### config.mk
export PLATFORM = sky130hd
export DESIGN_NAME = debug_pattern_generator
export DESIGN_NICKNAME = d
export VERILOG_FILES = /design/src/rtl/debug_pattern_generator.sv
export SDC_FILE = /design/constraint.sdc
export NUM_CORES = 1
export LEC_CHECK = 0
export ABC_AREA = 0
export BUFFER_PORTS_ARGS = -buffer_cell sky130_fd_sc_hd__buf_2
export CORE_AREA = 3 3 59 61
export CTS_CLUSTER_SIZE = 8
export DETAILED_ROUTE_END_ITERATION = 6
export DIE_AREA = 0 0 62 64
export GPL_ROUTABILITY_DRIVEN = 0
export PLACE_DENSITY = 0.57
export SLEW_MARGIN = 20
export SYNTH_ARGS = -nofsm -noshare
export SYNTH_HDL_FRONTEND = slang
export SYNTH_SLANG_ARGS = --single-unit
### constraint.sdc
create_clock -name clk -period 2.8 [get_ports clk]
set_input_delay 0.28 -clock clk [delete_from_list [all_inputs] [get_ports clk]]
set_output_delay 0.28 -clock clk [all_outputs]
set_load 0.005 [all_outputs]
### src/rtl/debug_pattern_generator.sv
// Colour-bar test-pattern source for an asynchronous FIFO write port.
// Produces RGB565 frames in raster order: ten vertical bars, identical rows,
// with a start-of-frame flag on bit 16 of the first pixel of every frame.
// Back-pressure from queue_full stalls the pattern without losing a pixel.
module debug_pattern_generator #(
    parameter int   FRAME_WIDTH      = 640,
    parameter int   FRAME_HEIGHT     = 480,
    parameter logic SEND_EXTRA_DATA  = 1'b0,
    parameter int   FRAME_GAP_CYCLES = 0
) (
    input  logic        clk,
    input  logic        reset_n,
    input  logic        queue_full,
    output logic [16:0] queue_data,
    output logic        queue_wr_en
);

    localparam int COL_W = (FRAME_WIDTH > 1) ? $clog2(FRAME_WIDTH) : 1;
    localparam int ROW_W = (FRAME_HEIGHT > 1) ? $clog2(FRAME_HEIGHT) : 1;
    localparam int GAP_W = (FRAME_GAP_CYCLES > 1) ? $clog2(FRAME_GAP_CYCLES) : 1;
    localparam int BAR_W = FRAME_WIDTH / 10;

    localparam logic [COL_W-1:0] COL_LAST = COL_W'(FRAME_WIDTH - 1);
    localparam logic [ROW_W-1:0] ROW_LAST = ROW_W'(FRAME_HEIGHT - 1);
    localparam logic [GAP_W-1:0] GAP_LAST =
        GAP_W'((FRAME_GAP_CYCLES > 0) ? (FRAME_GAP_CYCLES - 1) : 0);

    typedef enum logic [1:0] {
        ST_START,
        ST_SEND,
        ST_EXTRA,
        ST_GAP
    } state_t;

    state_t           state;
    logic [COL_W-1:0] col;
    logic [ROW_W-1:0] row;
    logic [GAP_W-1:0] gap_cnt;
    logic [3:0]       bar;
    logic [15:0]      colour;

    // Bar index: the highest bar whose left edge the column has reached, so
    // bar 9 absorbs any remainder columns when the width is not a multiple of 10.
    // NOTE: every variable written in always_comb gets a default first; a path
    // that leaves it unassigned would infer a latch.
    always_comb begin
        bar = 4'd0;
        for (int i = 1; i < 10; i++) begin
            if (int'(col) >= i * BAR_W) begin
                bar = 4'(i);
            end
        end
    end

    // RGB565 colour lookup for the ten bars.
    always_comb begin
        case (bar)
            4'd0:    colour = 16'hFFFF; // white
            4'd1:    colour = 16'hFFE0; // yellow
            4'd2:    colour = 16'h07FF; // cyan
            4'd3:    colour = 16'h07E0; // green
            4'd4:    colour = 16'hF81F; // magenta
            4'd5:    colour = 16'hF800; // red
            4'd6:    colour = 16'h001F; // blue
            4'd7:    colour = 16'h0000; // black
            4'd8:    colour = 16'h8410; // grey
            default: colour = 16'hFD20; // orange
        endcase
    end

    // Output word: a pixel in SEND, all zeros otherwise (including the extra word).
    always_comb begin
        queue_data = 17'h0_0000;
        if (state == ST_SEND) begin
            queue_data = {(col == '0) && (row == '0), colour};
        end
    end

    assign queue_wr_en = ((state == ST_SEND) || (state == ST_EXTRA)) && !queue_full;

    // Frame sequencer: counters and state move only on a written word, or on
    // gap cycles, so a full FIFO simply freezes everything in place.
    // NOTE: sequential state uses non-blocking assignments so every register
    // samples pre-edge values regardless of statement order.
    always_ff @(posedge clk or negedge reset_n) begin
        if (!reset_n) begin
            state   <= ST_START;
            col     <= '0;
            row     <= '0;
            gap_cnt <= '0;
        end else begin
            case (state)
                ST_START: begin
                    state <= ST_SEND;
                end

                ST_SEND: begin
                    if (queue_wr_en) begin
                        if (col == COL_LAST) begin
                            col <= '0;
                            if (row == ROW_LAST) begin
                                row <= '0;
                                if (SEND_EXTRA_DATA) begin
                                    state <= ST_EXTRA;
                                end else if (FRAME_GAP_CYCLES > 0) begin
                                    state <= ST_GAP;
                                end else begin
                                    state <= ST_SEND;
                                end
                            end else begin
                                row <= row + ROW_W'(1);
                            end
                        end else begin
                            col <= col + COL_W'(1);
                        end
                    end
                end

                ST_EXTRA: begin
                    if (queue_wr_en) begin
                        state <= (FRAME_GAP_CYCLES > 0) ? ST_GAP : ST_SEND;
                    end
                end

                ST_GAP: begin
                    if (gap_cnt == GAP_LAST) begin
                        gap_cnt <= '0;
                        state   <= ST_SEND;
                    end else begin
                        gap_cnt <= gap_cnt + GAP_W'(1);
                    end
                end

                default: begin
                    state <= ST_START;
                end
            endcase
        end
    end

endmodule

==> run_results.csv <==
group,metric,value,unit
status,status,"complete, no violations",
global_route,grt_pass1_wl,4.12,mm
setup_path,worstRegToRegCells,5,
floorplan,die_x,62,µm
synthesis,synth_top_family_by_area,"simple AND/OR/NAND/NOR gates",
synthesis,yosysWarnings,0,
final_layout,final_cells,185,
clock_network,cts_tree,"yes",
global_route,antenna_found_initial,0,
floorplan,initial_utilization,0.387,
synthesis,yosys.area.top_type,"dfrtp_1",
floorplan,std_cell_rows,20,
setup_path,path_class,"flop to flop",
synthesis,synthXorXnorAreaFrac,0.0598,
setup_path,end_kind,"flop",
sta,hold_viol_final,0,
routing,drc,0,
sta,maxSlewHeadroom,0.590,
synthesis,async_flop_share,1.00,
clock_network,clk_pin_slew,0.12,ns
clock_network,post_cts_buffers,0,
synthesis,syn-cell-area,1170,µm²
sta,period_minus_slack,2.13,ns
final_layout,finalInstanceArea,1300,µm²
job,maxCapViolCount,0,
setup_path,crit_family,"simple AND/OR/NAND/NOR gates",
synthesis,synth_edf_count,0,
setup_path,critPathMaxFanout,11,
setup_path,rr_startpoint,"col[0]",
routing,viasPerCell,5.12,
setup_path,critPathCapture,"row[8]",
final_layout,drive_above_1_share,0.199,
clock_network,cts_sinks,20,
synthesis,synth-compound-area-share,0.0961,
sta,slew_viol_final,0,
place,post-place-cells,180,
place,numPortBuffers,20,
sta,rsz0062_at_grt,"false",
routing,wl_per_cell,12.6,µm
place,placed_area,1250,µm²
global_route,use_met1,0.170,
setup_path,slowest_delay,0.55,ns
place,hpwl,1.76,mm
synthesis,synthDistinctLibCells,33,
clock_network,htree_levels,1,
sta,setup_viol,0,
pwr,p_total,0.650,mW
global_route,gr-usage-met3,0.0364,
final_layout,area_growth,10.6,%
final_layout,antenna_cells,0,
synthesis,synth_top_area_frac,0.427,
min_path,hp-class,"primary input to flop",
min_path,holdPathStages,4,
setup_path,path_depth,5,
pwr,irDropWorstVdd,365,µV
sta,fmax,470,MHz
clock_network,cts.path.max_buffers,2,
pwr,power_density,501,nW/µm²
clock_network,cts_resized,0,
routing,final_antenna_net_count,0,
synthesis,yosys.area_share.simple,0.264,
sta,worst_hold_slack,0.360,ns
final_layout,post-route-util,0.428,
floorplan,dieArea,3970,µm²
global_route,met2_usage,0.228,
global_route,grt_use_total,0.133,
sta,tightestPinTransition,0.611,ns
synthesis,ys_top_cells_by_area,"dfrtp_1 (43%), buf_4 (5.8%), xnor2_1 (5.2%)",
synthesis,postSynthAreaPerCell,9.23,µm²
synthesis,yosys_register_bits,20,
synthesis,synth_most_common_cell,"dfrtp_1",
setup_path,rrSetupSlack,0.67,ns
floorplan,core-area,3030,µm²
sta,setup_slack,0.672,ns
place,pre_cts_ws,0.720,ns
synthesis,postSynthCellCount,127,
global_route,grt.overflow.total,0,
setup_path,crit_arrival,2.37,ns
synthesis,yosys-mux-area-fraction,0.00961,
clock_network,numCtsBuffers,3,
global_route,busiest_layer,"met2",
setup_path,crit_path_start,"col[0]",
synthesis,synth_fa_ha_area_frac,0.0427,
synthesis,ys_seq_area_frac,0.427,
pwr,p_leak,0.589,nW
final_layout,nets,149,
routing,drt_iter0_markers,61,
setup_path,startpoint_type,"flop",
sta,timing.final.crit_share,0.760,
global_route,grt_pass1_vias,926,
synthesis,synthFlopType,"dfrtp_1",
sta,tns,0,ns
routing,drt-pass1-iter-count,2,
clock_network,clock_latency,0.30,ns
routing,routed_wl,2.33,mm
setup_path,worstPathRequired,3.04,ns
global_route,grt_max_degree,21,
synthesis,synth_common_cells,"dfrtp_1 (20), inv_1 (10), buf_4 (9), nand2_1 (9), nor2_1 (8)",
setup_path,r2r-end,"row[8]",
routing,route.vias.total,948,
setup_path,worst-path-buf-inv,0,
setup_path,slowest_stage,"or3_1",
floorplan,die_y,64,µm
clock_network,cts_hold_buf,1,
sta,fin_skew,0.00173,ns
clock_network,cts.root.buffer_cell,"clkbuf_4",
synthesis,synthesis.nets,134,
floorplan,io_pins,21,
setup_path,path_cells,"ha_1, nand4b_2, or3_1, or4_1, a21oi_1",
==> cell type report <==
type | instances | area, µm²
sequential | 20 | 500
tap | 44 | 55.1
fill | 310 | 1730
timing repair buffer | 21 | 110
multi-input combinational | 86 | 557
inverter | 10 | 37.5
clock buffer | 4 | 36.3
==> kinds of logic (layout without fill, tap and decap cells) <==
logic type	count (synthesis)	after routing
and+or+nand+nor	53	53
buffers and inverters	21	35
muxes	1	1
adders and majority gates	4	4
other	1	1
AOI/OAI and AO/OA	19	19
DFF	20	20
xor gates and xnor gates	8	8
==> worst min-delay path: stages <==
cell and delay [ns]:
buf_2 0.09, nor2b_1 0.10, nand2_1 0.08, o21ai_0 0.07
==> metal layers <==
metal	routed length [µm]	vias up
met4	0	0
met1	1070	469
met5	0	-
met2	1180	12
li1	-	467
met3	73	0
==> how the worst min path moves through the flow <==
stage | start | to | slack, ns
after floorplan | reset_n | col[0] | -0.02
after global placement | reset_n | row[4] | 0.25
after detailed placement | reset_n | row[2] | 0.27
after CTS | queue_full | col[2] | 0.35
after global routing | queue_full | col[2] | 0.39
final | queue_full | col[1] | 0.36
==> power by group <==
group | switching [mW] | internal, mW | leakage, nW
Combinational | 0.0526 | 0.0480 | 0.326
Sequential | 0.0503 | 0.327 | 0.243
Clock | 0.0928 | 0.0794 | 0.0210
Total | 0.196 | 0.454 | 0.589
==> layout by cell type (no fill, tap or decap), types with 4 or more instances in the layout <==
| master | Yosys | layout |
|---|---|---|
| nand4_1 | 5 | 5 |
| xnor2_1 | 7 | 7 |
| ha_1 | 4 | 4 |
| dfrtp_1 | 20 | 20 |
| nand3_1 | 6 | 6 |
| nor2_1 | 8 | 8 |
| nand2_1 | 9 | 9 |
| o21ai_0 | 7 | 7 |
| buf_2 | 2 | 20 |
| nor4_1 | 4 | 4 |
| and3_1 | 4 | 4 |
| inv_1 | 10 | 10 |
| a21oi_1 | 5 | 5 |
==> registers in the layout, indices dropped and copies added (netlist names) <==
signal and flops:
row 9, col 10, state 1
Power figures use the tool's default switching activity.
